==> config.mk <==
export PLATFORM = sky130hd
export DESIGN_NAME = request_unit
export DESIGN_NICKNAME = d
export VERILOG_FILES = /design/src/rtl/cpu_types_pkg.sv /design/src/rtl/sat_counter.sv /design/src/rtl/request_unit.sv
export SDC_FILE = /design/constraint.sdc
export NUM_CORES = 1
export LEC_CHECK = 0
export CAP_MARGIN = 10
export CELL_PAD_IN_SITES_DETAIL_PLACEMENT = 1
export CELL_PAD_IN_SITES_GLOBAL_PLACEMENT = 2
export CORE_MARGIN = 5
export CORE_UTILIZATION = 34
export DETAILED_ROUTE_END_ITERATION = 12
export PLACE_DENSITY_LB_ADDON = 0.1
export SLEW_MARGIN = 20
export SYNTH_ARGS = -nofsm -noshare
export SYNTH_HDL_FRONTEND = slang
export SYNTH_HIERARCHICAL = 1
export SYNTH_SLANG_ARGS = --single-unit
==> constraint.sdc <==
create_clock -name CLK -period 5.3 [get_ports CLK]
set_clock_uncertainty 0.2 [all_clocks]
set_input_delay 1.06 -clock CLK [delete_from_list [all_inputs] [get_ports CLK]]
set_output_delay 1.06 -clock CLK [all_outputs]
set_load 0.01 [all_outputs]
==> src/rtl/cpu_types_pkg.sv <==
// rtl/cpu_types_pkg.sv - shared core types: request sequencer states and defaults
package cpu_types_pkg;

    typedef enum logic [1:0] {
        FETCH  = 2'd0,
        DATA   = 2'd1,
        HALTED = 2'd2
    } reqstate_t;

    localparam int REQ_TIMEOUT_W_DEF = 8;

endpackage

==> src/rtl/sat_counter.sv <==
// rtl/sat_counter.sv - up counter with synchronous clear, optionally saturating at all-ones
module sat_counter #(
    parameter int W        = 8,
    parameter bit SATURATE = 1'b0
) (
    input  logic         clk,
    input  logic         rst_n,
    input  logic         clear,
    input  logic         en,
    output logic [W-1:0] count
);

    logic [W-1:0] count_q;
    logic [W-1:0] count_d;

    always_comb begin
        count_d = count_q;
        if (clear) begin
            count_d = '0;
        end else if (en && !(SATURATE && (&count_q))) begin
            count_d = count_q + W'(1);
        end
    end

    always_ff @(posedge clk or negedge rst_n) begin
        if (!rst_n) begin
            count_q <= '0;
        end else begin
            count_q <= count_d;
        end
    end

    assign count = count_q;

endmodule

==> src/rtl/request_unit.sv <==
// rtl/request_unit.sv - fetch/data request sequencer with PC-advance strobe and stall watchdog
// Optional REQ_STATS_EN adds instruction, data-access and stall counters.
module request_unit
    import cpu_types_pkg::*;
#(
    parameter int TIMEOUT_W = REQ_TIMEOUT_W_DEF
) (
    input  logic        CLK,
    input  logic        nRST,
    input  logic        ihit,
    input  logic        dhit,
    input  logic        dren_dec,
    input  logic        dwen_dec,
    input  logic        halt_dec,
    output logic        iREN,
    output logic        dREN,
    output logic        dWEN,
    output logic        pc_en,
    output logic        halt,
    output logic        timeout
`ifdef REQ_STATS_EN
    ,
    output logic [31:0] instr_cnt,
    output logic [31:0] data_cnt,
    output logic [31:0] stall_cnt
`endif
);

    reqstate_t state_q, state_d;
    logic      dren_q, dren_d;
    logic      dwen_q, dwen_d;
    logic      wd_en, wd_clr, data_done;
    logic [TIMEOUT_W-1:0] wd_count;

    always_comb begin
        state_d   = state_q;
        dren_d    = dren_q;
        dwen_d    = dwen_q;
        pc_en     = 1'b0;
        wd_en     = 1'b0;
        wd_clr    = 1'b0;
        data_done = 1'b0;
        case (state_q)
            FETCH: begin
                if (ihit) begin
                    if (halt_dec) begin
                        state_d = HALTED;
                    end else if (dren_dec || dwen_dec) begin
                        // a combined load+store decode is treated as a store
                        state_d = DATA;
                        dwen_d  = dwen_dec;
                        dren_d  = dren_dec & ~dwen_dec;
                    end else begin
                        pc_en = 1'b1;
                    end
                end
            end
            DATA: begin
                if (dhit) begin
                    pc_en     = 1'b1;
                    data_done = 1'b1;
                    wd_clr    = 1'b1;
                    state_d   = FETCH;
                    dren_d    = 1'b0;
                    dwen_d    = 1'b0;
                end else begin
                    wd_en = 1'b1;
                end
            end
            HALTED: begin
                dren_d = 1'b0;
                dwen_d = 1'b0;
            end
            default: begin
                state_d = FETCH;
                dren_d  = 1'b0;
                dwen_d  = 1'b0;
            end
        endcase
    end

    always_ff @(posedge CLK or negedge nRST) begin
        if (!nRST) begin
            state_q <= FETCH;
            dren_q  <= 1'b0;
            dwen_q  <= 1'b0;
        end else begin
            state_q <= state_d;
            dren_q  <= dren_d;
            dwen_q  <= dwen_d;
        end
    end

    assign iREN = (state_q == FETCH);
    assign halt = (state_q == HALTED);
    assign dREN = dren_q;
    assign dWEN = dwen_q;

    sat_counter #(.W(TIMEOUT_W), .SATURATE(1'b1)) u_watchdog (
        .clk   (CLK),
        .rst_n (nRST),
        .clear (wd_clr),
        .en    (wd_en),
        .count (wd_count)
    );

    assign timeout = &wd_count;

`ifdef REQ_STATS_EN
    logic stall_en;

    // HALTED drives no requests, so every enable is naturally frozen there
    assign stall_en = (iREN & ~ihit) | ((dren_q | dwen_q) & ~dhit);

    sat_counter #(.W(32), .SATURATE(1'b0)) u_instr_cnt (
        .clk   (CLK),
        .rst_n (nRST),
        .clear (1'b0),
        .en    (pc_en),
        .count (instr_cnt)
    );

    sat_counter #(.W(32), .SATURATE(1'b0)) u_data_cnt (
        .clk   (CLK),
        .rst_n (nRST),
        .clear (1'b0),
        .en    (data_done),
        .count (data_cnt)
    );

    sat_counter #(.W(32), .SATURATE(1'b0)) u_stall_cnt (
        .clk   (CLK),
        .rst_n (nRST),
        .clear (1'b0),
        .en    (stall_en),
        .count (stall_cnt)
    );
`endif

endmodule
== Yosys cells after proc, flatten, opt, wreduce, memory -nomap -nowiden ==
Index checks and enable logic that the tools add are counted.
Widths: inputs -> output; s select.
Operators by class
  $add $sub $neg: 1
  reductions and logical operators: 8
  muxes and demuxes: 24
  bitwise logic cells: 3
  equal/unequal tests: 7
Operator list (count)
  $mux 8: 2
  $mux 1: 14
  $add 8x1->8 const B: 1
  $mux 2: 4
  $reduce_and 4->1: 2
  $reduce_and 8->1: 1
  $ne 2x2->1 const B: 3
  $pmux 1 s2: 3
  $pmux 2 s3: 1
  $ne 3x2->1 const B: 1
  $eq 2x1->1 const B: 1
  $eq 2x2->1 const B: 1
  $logic_not 2->1: 1
  $ne 2x1->1 const B: 1
  $not 1->1: 2
  $reduce_bool 2->1: 1
  $and 1x1->1: 1
  $logic_and 1x1->1: 1
  $logic_not 1->1: 1
  $logic_or 1x1->1: 1
Word-level totals
  word-level logic and storage cells: 47
  register bits after elaboration: 12
  output and inout bits: 6

== Longest topological paths before layout ==
  depth after elaboration: 6
  mapped depth: 4
  gate-level depth less buffers: 4

== Modules after synthesis ==
The synthesis kept the hierarchy.
By module, submodules not included
  sat_counter: seq. area each 200.2 um2, area each 505.5 um2, instances 1, cells each 47
  request_unit: seq. area each 100.1 um2, area each 246.5 um2, instances 1, cells each 28

== Worst setup path before layout ==
Ideal clock, no wire load.
  path type: input-to-output
  start point: in dhit
  end point: out pc_en
  required time: 4.040 ns
  cell stages on the path: 2
  data arrival time: 1.513 ns
  slack: 2.527 ns
  path through: and3b_2 > a41o_1
On the way
  word-level cells in the longest chain between the ends: 2
Ends and longest elaborated chain
  from (decl): line request_unit.sv:11  | input logic dhit,
  $mux 1: line request_unit.sv:59  | if (dhit) begin
  $pmux 1 s2: line request_unit.sv:43  | case (state_q)
  to (decl): line request_unit.sv:18  | output logic pc_en,
Every way passes these cells.

== Worst setup path after layout ==
Same ends and word-level chain as after synthesis.

==> run metrics <==
first-pass GRT wire length 3120 um; Residual DRC 0; pre-CTS WS 1440 ps; Avg WL per Cell 14.8 um; R2R depth 4; Critical Path Fanout Max 14; Post CTS Setup Buffer Count 0; CTS Sinks 12; FF-to-FF setup slack 3080 ps; Layout Cells excl Fill 116; Layout area overhead 21.6%; Post-DP Area between 800 and 900 um^2; Slew @ Worst Pin 665 ps; DRT iter0 DRCs 7; Worst Path Class, Setup in -> out; clock buffer depth 2; root buf cell clkbuf_4; Fin Hold WS 367 ps; vias per inst 5.50; Worst Hold Class reg -> reg; syn_nets 83; hold-fix buffers at CTS 0; CP Capture Type output port; Critical Path RT 4040 ps; antenna fix cells 0; count of pins over their slew limit 0; CP top delay family buffers and inverters; Worst setup SP type primary input; Worst-Skew Late Latency 260 ps; Core Footprint between 2000 and 2500 um^2; synthesized instance count 75; final setup margin 1430 ps; final number of hold-violating endpoints 0; number of max-cap violations 0; Critical path buffers and inverters 2; most frequent cells in the layout 12 x dfrtp_1, 12 x clkdlybuf4s50_1, 9 x nor2_1; # port buffers 12; CP peak stage delay 530 ps; stages on the worst setup path 4; leakage power 0.372 nW; period utilisation layout 0.730; Routed Antenna Nets 0; Vias 638; Max-slew headroom 0.556; placed cells between 100 and 150; synth top area cells dfrtp_1 40%, mux2_4 8.0%, nor2_1 4.5%, nand4_1 3.3%, nor2b_1 3.3%; routability cong. 0.737; worst reg2reg path endpoint u_watchdog/count[5]; Post-CTS Resized 0; most used cell, CP clkdlybuf4s50_1; Max VDD drop around 110 uV; post-synth top area share 0.399; WP data arrival 2610 ps; Finished Cell Area 915 um^2; syn avg cell area 10.0 um^2; CP max stage cell clkdlybuf4s50_1; CTS tree yes; Die H 57.0 um; Synth warnings 6; vias in the first global route 675; die area 3250 um^2; HPWL after DPL 1290 um; status complete, no violations; Synth area leader dfrtp_1; Reg clk slew, reported paths 70 ps; fin crit period around 3900 ps; Remaining Overflow, GRT 0; Pwr Density 244 nW/um^2; pin count of the biggest net entering global routing 15; die extent in x 57.0 um; register area share after synthesis 0.399; Setup TNS Final 0 ps; aggregate global-route resource usage 0.121; Total Wirelength 1710 um; Critical Path Source dhit; fin nets 98; CP endpoint pc_en; Detailed Routing Iterations Pass 1 3; H-tree lvl count 1; #FFs+latches synth 12; RSZ-0062 raised after global routing false; fmax about 0.26 GHz; FF-to-FF Start state_q[0]; Final Util 0.422; Design Power approximately 0.22 mW; fraction of layout cells with a size suffix above 1 0.159; crit-path cells clkdlybuf4s50_1 > and3b_2 > a41o_1 > clkdlybuf4s50_1; antenna violations before repair 0; # rows 17; io pins 13; setup violators final 0; total CTS buffers 3; Netlist Area Pre-Place 752 um^2; Synth cell types 34; Starting Density 0.347
==> layer usage <==
metal | part of all wire | wire, um | vias to the layer above | global-route usage
met2 | 0.49 | 834 | 11 | 0.196
met5 | 0 | 0 | - | 0
met4 | 0.0082 | 14 | 0 | 0.0563
met3 | 0.047 | 80 | 2 | 0.0317
met1 | 0.46 | 781 | 316 | 0.151
li1 | - | - | 309 | -
==> final cells by class <==
type	count	area (um^2)
timing repair buffer	12	120
clock buffer	3	22.5
sequential	12	300
multi-input combinational	58	425
inverter	3	11.3
tap	28	35.0
fill	259	1250
==> worst min path at each step <==
stage	slack (ps)	endpoint	depth (start not counted)	start
after global routing	410	state_q[1]	1	state_q[0]
final	370	dWEN	2	dWEN
after global placement	320	dWEN	2	dWEN
after detailed placement	360	state_q[1]	1	state_q[0]
after CTS	370	state_q[1]	1	state_q[0]
after floorplan	300	state_q[1]	1	state_q[0]
==> sequential cells by signal, indices dropped and copies added (netlist names) <==
register          cells
state_q               2
dREN                  1
dWEN                  1
u_watchdog/count      8
==> where the power goes <==
part	internal, mW	switching, mW
clock	0.0262	0.0275
sequential	0.101	0.0133
combinational	0.0316	0.0239
==> synthesized netlist by cell type (all sizes together) <==
master,number
mux2,4
nor2,9
a211oi,3
a2111oi,1
dfrtp,12
nand2,3
mux2i,1
a41o,1
clkbuf,1
a311oi,1
nor3,1
a211o,1
nand4,4
nor4bb,1
nor2b,4
nand2b,2
ha,1
nand3,3
buf,1
and4,2
inv,3
o21bai,1
and3b,1
and2b,1
a41oi,1
o221ai,1
a21boi,2
a21oi,5
nor3b,2
and3,2
==> cells by family (layout without fill, tap and decap cells) <==
group / Yosys count / count (layout) / synth area share
and+or+nand+nor: 35 / 35 / 0.270
AOI/OAI and AO/OA: 17 / 17 / 0.186
DFF: 12 / 12 / 0.399
muxes: 5 / 5 / 0.0932
buffers and inverters: 5 / 18 / 0.0349
adders and majority gates: 1 / 1 / 0.0166
==> worst min-delay path: stages, from the launching register on <==
cell,delay [ps]
dfrtp_1,370
nand3_1,70
o221ai_1,80
Note: power is estimated with default switching activity, not from simulation.
